`config.mk`:
```
export PLATFORM = sky130hd
export DESIGN_NAME = mul64_unit_flat
export DESIGN_NICKNAME = d
export VERILOG_FILES = /design/src/rtl/mul64_unit_if.sv /design/src/rtl/mul64_unit.sv /design/src/flat_wrapper.sv
export SDC_FILE = /design/constraint.sdc
export NUM_CORES = 1
export LEC_CHECK = 0
export CORE_MARGIN = 10
export CORE_UTILIZATION = 57
export CTS_CLUSTER_DIAMETER = 150
export DETAILED_ROUTE_END_ITERATION = 8
export HOLD_SLACK_MARGIN = 0.12
export PLACE_DENSITY = 0.77
export SLEW_MARGIN = 20
export SYNTH_ARGS = -nofsm -noshare
export SYNTH_HDL_FRONTEND = slang
export SYNTH_SLANG_ARGS = --single-unit
```
`constraint.sdc`:
```
create_clock -name clk -period 6.7 [get_ports clk]
set_input_delay 1.34 -clock clk [delete_from_list [all_inputs] [get_ports clk]]
set_output_delay 1.34 -clock clk [all_outputs]
set_load 0.005 [all_outputs]
```
`src/rtl/mul64_unit_if.sv`:
```
// Start/Busy/WbValid handshake bundle between the controller FSM and mul64_unit.
// Master is the controller (drives the request); slave is the multiplier (drives write-back).
// Carries no flow control of its own: Busy tells the master when Start will be sampled.
interface mul64_unit_if;
  logic        Start;
  logic [2:0]  ALUControl;
  logic [31:0] SrcA;
  logic [31:0] SrcB;
  logic        Busy;
  logic        WbValid;
  logic        WbHalf;
  logic [31:0] WbData;
  logic [1:0]  MulFlags;

  modport master (
    output Start, ALUControl, SrcA, SrcB,
    input  Busy, WbValid, WbHalf, WbData, MulFlags
  );

  modport slave (
    input  Start, ALUControl, SrcA, SrcB,
    output Busy, WbValid, WbHalf, WbData, MulFlags
  );
endinterface

```
`src/rtl/mul64_unit.sv`:
```
// Iterative 32x32 shift-add multiplier (MUL / UMULL / SMULL) with one or two write-back beats.
// Latency: 33 cycles Start to first beat; with MUL_EARLY_TERM_EN defined, 2..33 cycles.
// Backpressure: none; Start is only sampled in IDLE, Start while Busy is dropped (no queueing).
module mul64_unit (
  input  logic         clk,
  input  logic         reset,
  mul64_unit_if.slave  bus
);

  typedef enum logic [1:0] {S_IDLE, S_RUN, S_WBLO, S_WBHI} state_t;

  state_t      state_q, state_d;
  logic [63:0] mcand_q, mcand_d;
  logic [31:0] mplier_q, mplier_d;
  logic [63:0] acc_q, acc_d;
  logic [5:0]  cnt_q, cnt_d;
  logic [1:0]  op_q, op_d;       // ALUControl[1:0]: 00 MUL, 01 UMULL, 10 SMULL
  logic        neg_q, neg_d;
  logic [31:0] wbdata_q, wbdata_d;
  logic [1:0]  flags_q, flags_d;

  logic        op_ok, accept, is_smull, is_long, run_done;
  logic [31:0] a_lat, b_lat;
  logic [63:0] sum, res_fix;
  logic        res_n, res_z;

  // Request decode, operand magnitudes and the per-iteration add / sign fix-up.
  always_comb begin
    op_ok    = bus.Start && (bus.ALUControl == 3'b100 || bus.ALUControl == 3'b101 ||
                             bus.ALUControl == 3'b110);
    accept   = (state_q == S_IDLE) && op_ok;
    is_smull = (bus.ALUControl == 3'b110);
    // |0x80000000| wraps back to 0x80000000, which is correct as an unsigned magnitude.
    a_lat    = (is_smull && bus.SrcA[31]) ? (~bus.SrcA + 32'd1) : bus.SrcA;
    b_lat    = (is_smull && bus.SrcB[31]) ? (~bus.SrcB + 32'd1) : bus.SrcB;
    is_long  = (op_q != 2'b00);
    sum      = acc_q + (mplier_q[0] ? mcand_q : 64'd0);
    res_fix  = neg_q ? (~sum + 64'd1) : sum;
`ifdef MUL_EARLY_TERM_EN
    // Stop once no set multiplier bits remain after this cycle's shift.
    run_done = (mplier_q[31:1] == 31'd0);
`else
    run_done = (cnt_q == 6'd31);
`endif
    res_n    = is_long ? res_fix[63] : res_fix[31];
    res_z    = is_long ? (res_fix == 64'd0) : (res_fix[31:0] == 32'd0);
  end

  // State register.
  always_ff @(posedge clk) begin
    if (reset) state_q <= S_IDLE;
    else       state_q <= state_d;
  end

  // Next-state logic.
  always_comb begin
    state_d = state_q;
    case (state_q)
      S_IDLE:  if (accept)   state_d = S_RUN;
      S_RUN:   if (run_done) state_d = S_WBLO;
      S_WBLO:  state_d = is_long ? S_WBHI : S_IDLE;
      S_WBHI:  state_d = S_IDLE;
      default: state_d = S_IDLE;
    endcase
  end

  // Handshake outputs follow the state; data and flags come straight from registers.
  always_comb begin
    bus.Busy     = (state_q != S_IDLE);
    bus.WbValid  = (state_q == S_WBLO) || (state_q == S_WBHI);
    bus.WbHalf   = (state_q == S_WBHI);
    bus.WbData   = wbdata_q;
    bus.MulFlags = flags_q;
  end

  // Datapath next-state: latch on accept, shift-add in RUN, stage beat data in WB states.
  always_comb begin
    mcand_d  = mcand_q;
    mplier_d = mplier_q;
    acc_d    = acc_q;
    cnt_d    = cnt_q;
    op_d     = op_q;
    neg_d    = neg_q;
    wbdata_d = wbdata_q;
    flags_d  = flags_q;
    case (state_q)
      S_IDLE: begin
        if (accept) begin
          mcand_d  = {32'd0, a_lat};
          mplier_d = b_lat;
          acc_d    = 64'd0;
          cnt_d    = 6'd0;
          op_d     = bus.ALUControl[1:0];
          neg_d    = is_smull && (bus.SrcA[31] ^ bus.SrcB[31]);
        end
      end
      S_RUN: begin
        acc_d    = run_done ? res_fix : sum;
        mcand_d  = mcand_q << 1;
        mplier_d = mplier_q >> 1;
        cnt_d    = cnt_q + 6'd1;
        if (run_done) begin
          wbdata_d = res_fix[31:0];
          flags_d  = {res_n, res_z};
        end
      end
      S_WBLO: begin
        if (is_long) begin
          wbdata_d = acc_q[63:32];
        end else begin
          wbdata_d = 32'd0;
          flags_d  = 2'b00;
        end
      end
      S_WBHI: begin
        wbdata_d = 32'd0;
        flags_d  = 2'b00;
      end
      default: ;
    endcase
  end

  // Datapath registers; reset aborts any operation in flight.
  always_ff @(posedge clk) begin
    if (reset) begin
      mcand_q  <= 64'd0;
      mplier_q <= 32'd0;
      acc_q    <= 64'd0;
      cnt_q    <= 6'd0;
      op_q     <= 2'b00;
      neg_q    <= 1'b0;
      wbdata_q <= 32'd0;
      flags_q  <= 2'b00;
    end else begin
      mcand_q  <= mcand_d;
      mplier_q <= mplier_d;
      acc_q    <= acc_d;
      cnt_q    <= cnt_d;
      op_q     <= op_d;
      neg_q    <= neg_d;
      wbdata_q <= wbdata_d;
      flags_q  <= flags_d;
    end
  end

endmodule

```
`src/flat_wrapper.sv`:
```
// flat-port wrapper written by rule: the top's interface ports become plain ports
module mul64_unit_flat 
  (clk, reset, bus_Start, bus_ALUControl, bus_SrcA, bus_SrcB, bus_Busy, bus_WbValid, bus_WbHalf, bus_WbData, bus_MulFlags);
  mul64_unit_if bus_i ();
  input  logic clk;
  input  logic reset;
  input wire logic [$bits(bus_i.Start)-1:0] bus_Start;
  input wire logic [$bits(bus_i.ALUControl)-1:0] bus_ALUControl;
  input wire logic [$bits(bus_i.SrcA)-1:0] bus_SrcA;
  input wire logic [$bits(bus_i.SrcB)-1:0] bus_SrcB;
  output wire logic [$bits(bus_i.Busy)-1:0] bus_Busy;
  output wire logic [$bits(bus_i.WbValid)-1:0] bus_WbValid;
  output wire logic [$bits(bus_i.WbHalf)-1:0] bus_WbHalf;
  output wire logic [$bits(bus_i.WbData)-1:0] bus_WbData;
  output wire logic [$bits(bus_i.MulFlags)-1:0] bus_MulFlags;
  assign bus_i.Start = bus_Start;
  assign bus_i.ALUControl = bus_ALUControl;
  assign bus_i.SrcA = bus_SrcA;
  assign bus_i.SrcB = bus_SrcB;
  assign bus_Busy = bus_i.Busy;
  assign bus_WbValid = bus_i.WbValid;
  assign bus_WbHalf = bus_i.WbHalf;
  assign bus_WbData = bus_i.WbData;
  assign bus_MulFlags = bus_i.MulFlags;
  mul64_unit u_core (.clk(clk), .reset(reset), .bus(bus_i));
endmodule
```
==> impl_metrics.yaml <==
timing:
  tns_ns: 0
  worst_pin_slew_ns: 1.05
  fmax_mhz: 160
  maxSlewHeadroom_pct: 29.4
  final_hold_viol_count: 0
  setup_viol: 0
  rsz0062_at_grt: "false"
  whs_ns: 0.459
  fin_crit_sh_pct: 93.5
  period_needed_ns: 6.26
  final.setup_skew_ns: 0.0142
  drv_slew: 0
detailed_routing:
  firstDrtPassIters: 8
  drc: 0
  routed_wl_mm: 70.6
  antenna_left: 0
  vias: 19700
  viasPerCell: 6.99
  avgRoutedWirePerCell_um: 25.1
  drt_iter0_drc: 2425
worst_setup_path:
  cp-start-kind: "flip-flop"
  path_delay_family: "simple AND/OR/NAND/NOR gates"
  critical_path.cell_chain: "and2_1, ha_1, a21oi_2, o211ai_1, o211ai_1, nand2_1, xnor2_1, o21ai_0, or4b_4, or4_4, o2bb2ai_1, a222oi_1, or4bb_1, nor4_1, nand4_1, nand2b_1"
  crit_path_end_kind: "flip-flop"
  slowest_stage: "o211ai_1"
  critPathMaxFanout: 28
  crit_required_ns: 7.19
  cp_num_buf_inv: 0
  cp_data_arrival_time_ns: 6.75
  critical-path-max-stage-delay_ns: 0.74
  path_class: "reg -> reg"
  cpMostUsedCell: "o211ai_1"
  rrSetupSlack_ns: 0.44
cts:
  clk_latency_ns: 0.55
  cts.sinks: 205
  clk_pin_slew_worst_paths_ns: 0.06
  cts_max_path_buffers: 3
  ctsResizeCount: 0
  cts_setup_buffers: 0
  cts_buffers: 24
  clockRootBuffer: "clkbuf_16"
  cts_tree: "done"
  htree_levels: 1
  cts_hold_buf: 0
logic_synthesis:
  synth_cell_types: 108
  synth_mux_area_share_pct: 0.832
  synthCells: 2398
  synth_top_family_by_area: "compound AO/OA/AOI/OAI gates"
  synth_area_um2: 17500
  synth-adder-area-share_pct: 4.92
  synth_fp_nets: 2536
  yosysSeqAreaShare_pct: 23.5
  ys.flop_type: "dfxtp_1"
  synth_edf_count: 0
  synth_compound_area_share_pct: 30.4
  async_flop_share_pct: 0
  ys_ff_latch: 205
  yosysWarnings: 0
  synthSimpleGateAreaFrac_pct: 27.7
  syn_avg_cell_area_um2: 7.28
  synth-xor-area-share_pct: 8.08
die:
  die_width_um: 195
  die_y_um: 195
  fp-row-count: 64
  io_pins: 107
  start_util_pct: 57.4
  dieArea_um2: 38000
  core_area_um2: 30400
pwr:
  ir_drop_mv: 0.155
  seqPwrFrac_pct: 38.2
  p_sw_mw: 1.02
  p_leak_nw: 7.22
  p_int_mw: 2.37
  p_comb_share_pct: 19.3
  p_total_mw: 3.40
  p_clk_share_pct: 42.5
  p_sw_share_pct: 30.2
  cellPowerDensity_nw_per_um2: 174
global_routing:
  track_usage_pct: 34.7
  grt-ovfl-total: 0
  grt_max_degree: 126
  antenna_found_initial: 1
  grt_pass1_vias: 18300
  grt_pass1_wl_mm: 107
placement:
  portBuffers: 106
  gp_congestion: 1.07
  dp_cells: 2773
  dp_hpwl_mm: 54.1
final_layout:
  num_antenna_cells: 0
  nFillCells: 2683
  final_cell_mix: "nor2_1, a21oi_1, nand2_1"
  nNetsFinal: 2541
  drive_gt1_share_pct: 6.11
  stdcell_count: 2817
  area_delta_synth_final_pct: 11.9
  final_common_cell: "nor2_1"
outcome:
  outcome: "complete, no violations"
run:
  maxCapViolCount: 0
hold_path:
  hp-class: "reg -> reg"
logic make-up (layout without fill, tap and decap cells):
kind of cell               Yosys count  in the layout
adders and majority gates           68             68
and+or+nand+nor                    980            980
muxes                               14             14
xor gates and xnor gates           161            161
DFF                                205            205
buffers and inverters              193            216
AOI/OAI and AO/OA                  777            777
worst paths after layout:
kind | end | startpoint | cells after the start
worst max-delay path | u_core.bus.MulFlags[0]$_SDFFE_PP0P_ | u_core.mplier_q[0]$_SDFFE_PP0P_ | 16
worst min-delay path | u_core.op_q[0]$_SDFFE_PP0P_ | u_core.op_q[0]$_SDFFE_PP0P_ | 2
worst max register to register | u_core.bus.MulFlags[0]$_SDFFE_PP0P_ | u_core.mplier_q[0]$_SDFFE_PP0P_ | 16
worst min register to register | u_core.op_q[0]$_SDFFE_PP0P_ | u_core.op_q[0]$_SDFFE_PP0P_ | 2
synth_stat cells (all sizes together) (11+ instances only):
| master | number | area, µm² |
|---|---|---|
| o31ai | 28 | 210 |
| clkbuf | 143 | 537 |
| a21o | 32 | 240 |
| o21a | 22 | 165 |
| nor2 | 311 | 1170 |
| xor2 | 66 | 578 |
| a211oi | 21 | 170 |
| o21ai | 108 | 544 |
| nor3 | 55 | 290 |
| buf | 24 | 160 |
| inv | 25 | 93.8 |
| a2111oi | 64 | 567 |
| nor4 | 39 | 256 |
| nand3 | 73 | 365 |
| nand4 | 56 | 372 |
| a21oi | 249 | 1280 |
| nand2b | 23 | 144 |
| or2 | 17 | 106 |
| or3 | 13 | 83.8 |
| a22oi | 94 | 706 |
| o41ai | 15 | 150 |
| o211ai | 19 | 170 |
| xnor2 | 95 | 832 |
| a31oi | 14 | 87.6 |
| dfxtp | 205 | 4100 |
| or4 | 14 | 114 |
| ha | 67 | 838 |
| nand2 | 224 | 843 |
| and2 | 90 | 563 |
| and4 | 11 | 97.6 |
| a222oi | 11 | 110 |
state kept, by name, indices dropped and copies added, names as in the netlist:
name / flops
u_core.mplier_q: 32
u_core.acc_q: 64
u_core.mcand_q: 64
u_core.op_q: 2
u_core.state_q: 2
u_core.bus.WbData: 32
u_core.bus.MulFlags: 2
u_core.neg_q: 1
u_core.cnt_q: 6
through the flow:
stage | area (µm²) | utilization [%] | setup slack, ns
finish | 19500 | 64.2 | 0.439
global route | 19500 | 64.2 | 0.139
CTS | 19500 | 64.1 | 0.538
detailed placement | 18700 | 61.3 | 0.581
global placement | 18700 | 61.3 | 0.656
floorplan | 17500 | - | 1.19
area by class of cell:
| class | count | area (µm²) | share of cell area (%) |
|---|---|---|---|
| Multi-Input combinational cell | 2000 | 12600 | 64.5 |
| Sequential cell | 205 | 4110 | 21.0 |
| Timing Repair Buffer | 147 | 1370 | 7.02 |
| Clock buffer | 35 | 692 | 3.54 |
| Tap cell | 396 | 495 | 2.54 |
| Clock inverter | 9 | 169 | 0.865 |
| Inverter | 25 | 93.8 | 0.481 |
worst register-to-register path, cell delays in order, from the launching register on:
cell	delay, ns
dfxtp_2	0.52
and2_1	0.20
ha_1	0.35
a21oi_2	0.42
o211ai_1	0.26
o211ai_1	0.74
nand2_1	0.37
xnor2_1	0.35
o21ai_0	0.28
or4b_4	0.58
or4_4	0.51
o2bb2ai_1	0.17
a222oi_1	0.38
or4bb_1	0.46
nor4_1	0.38
nand4_1	0.15
nand2b_1	0.09
power by group through the flow:
| stage | logic [mW] | registers [mW] | clock network, mW |
|---|---|---|---|
| 2_1_floorplan | 0.432 | 1.30 | 0 |
| 3_3_place_gp | 0.619 | 1.32 | 0 |
| 3_5_place_dp | 0.629 | 1.32 | 0 |
| 4_1_cts | 0.633 | 1.29 | 1.45 |
| 5_1_grt | 0.701 | 1.30 | 1.49 |
| 6_report | 0.655 | 1.30 | 1.44 |
metal layers:
metal | global-route usage, % | vias up | part of all wire [%] | wire [µm]
met2 | 55.5 | 1158 | 45 | 31700
met1 | 42.8 | 9318 | 38 | 27200
met3 | 6.20 | 245 | 10 | 7060
met5 | 0 | - | 0 | 0
li1 | - | 8978 | - | -
met4 | 20.8 | 0 | 6.6 | 4670
(Power assumes the default switching activity.)
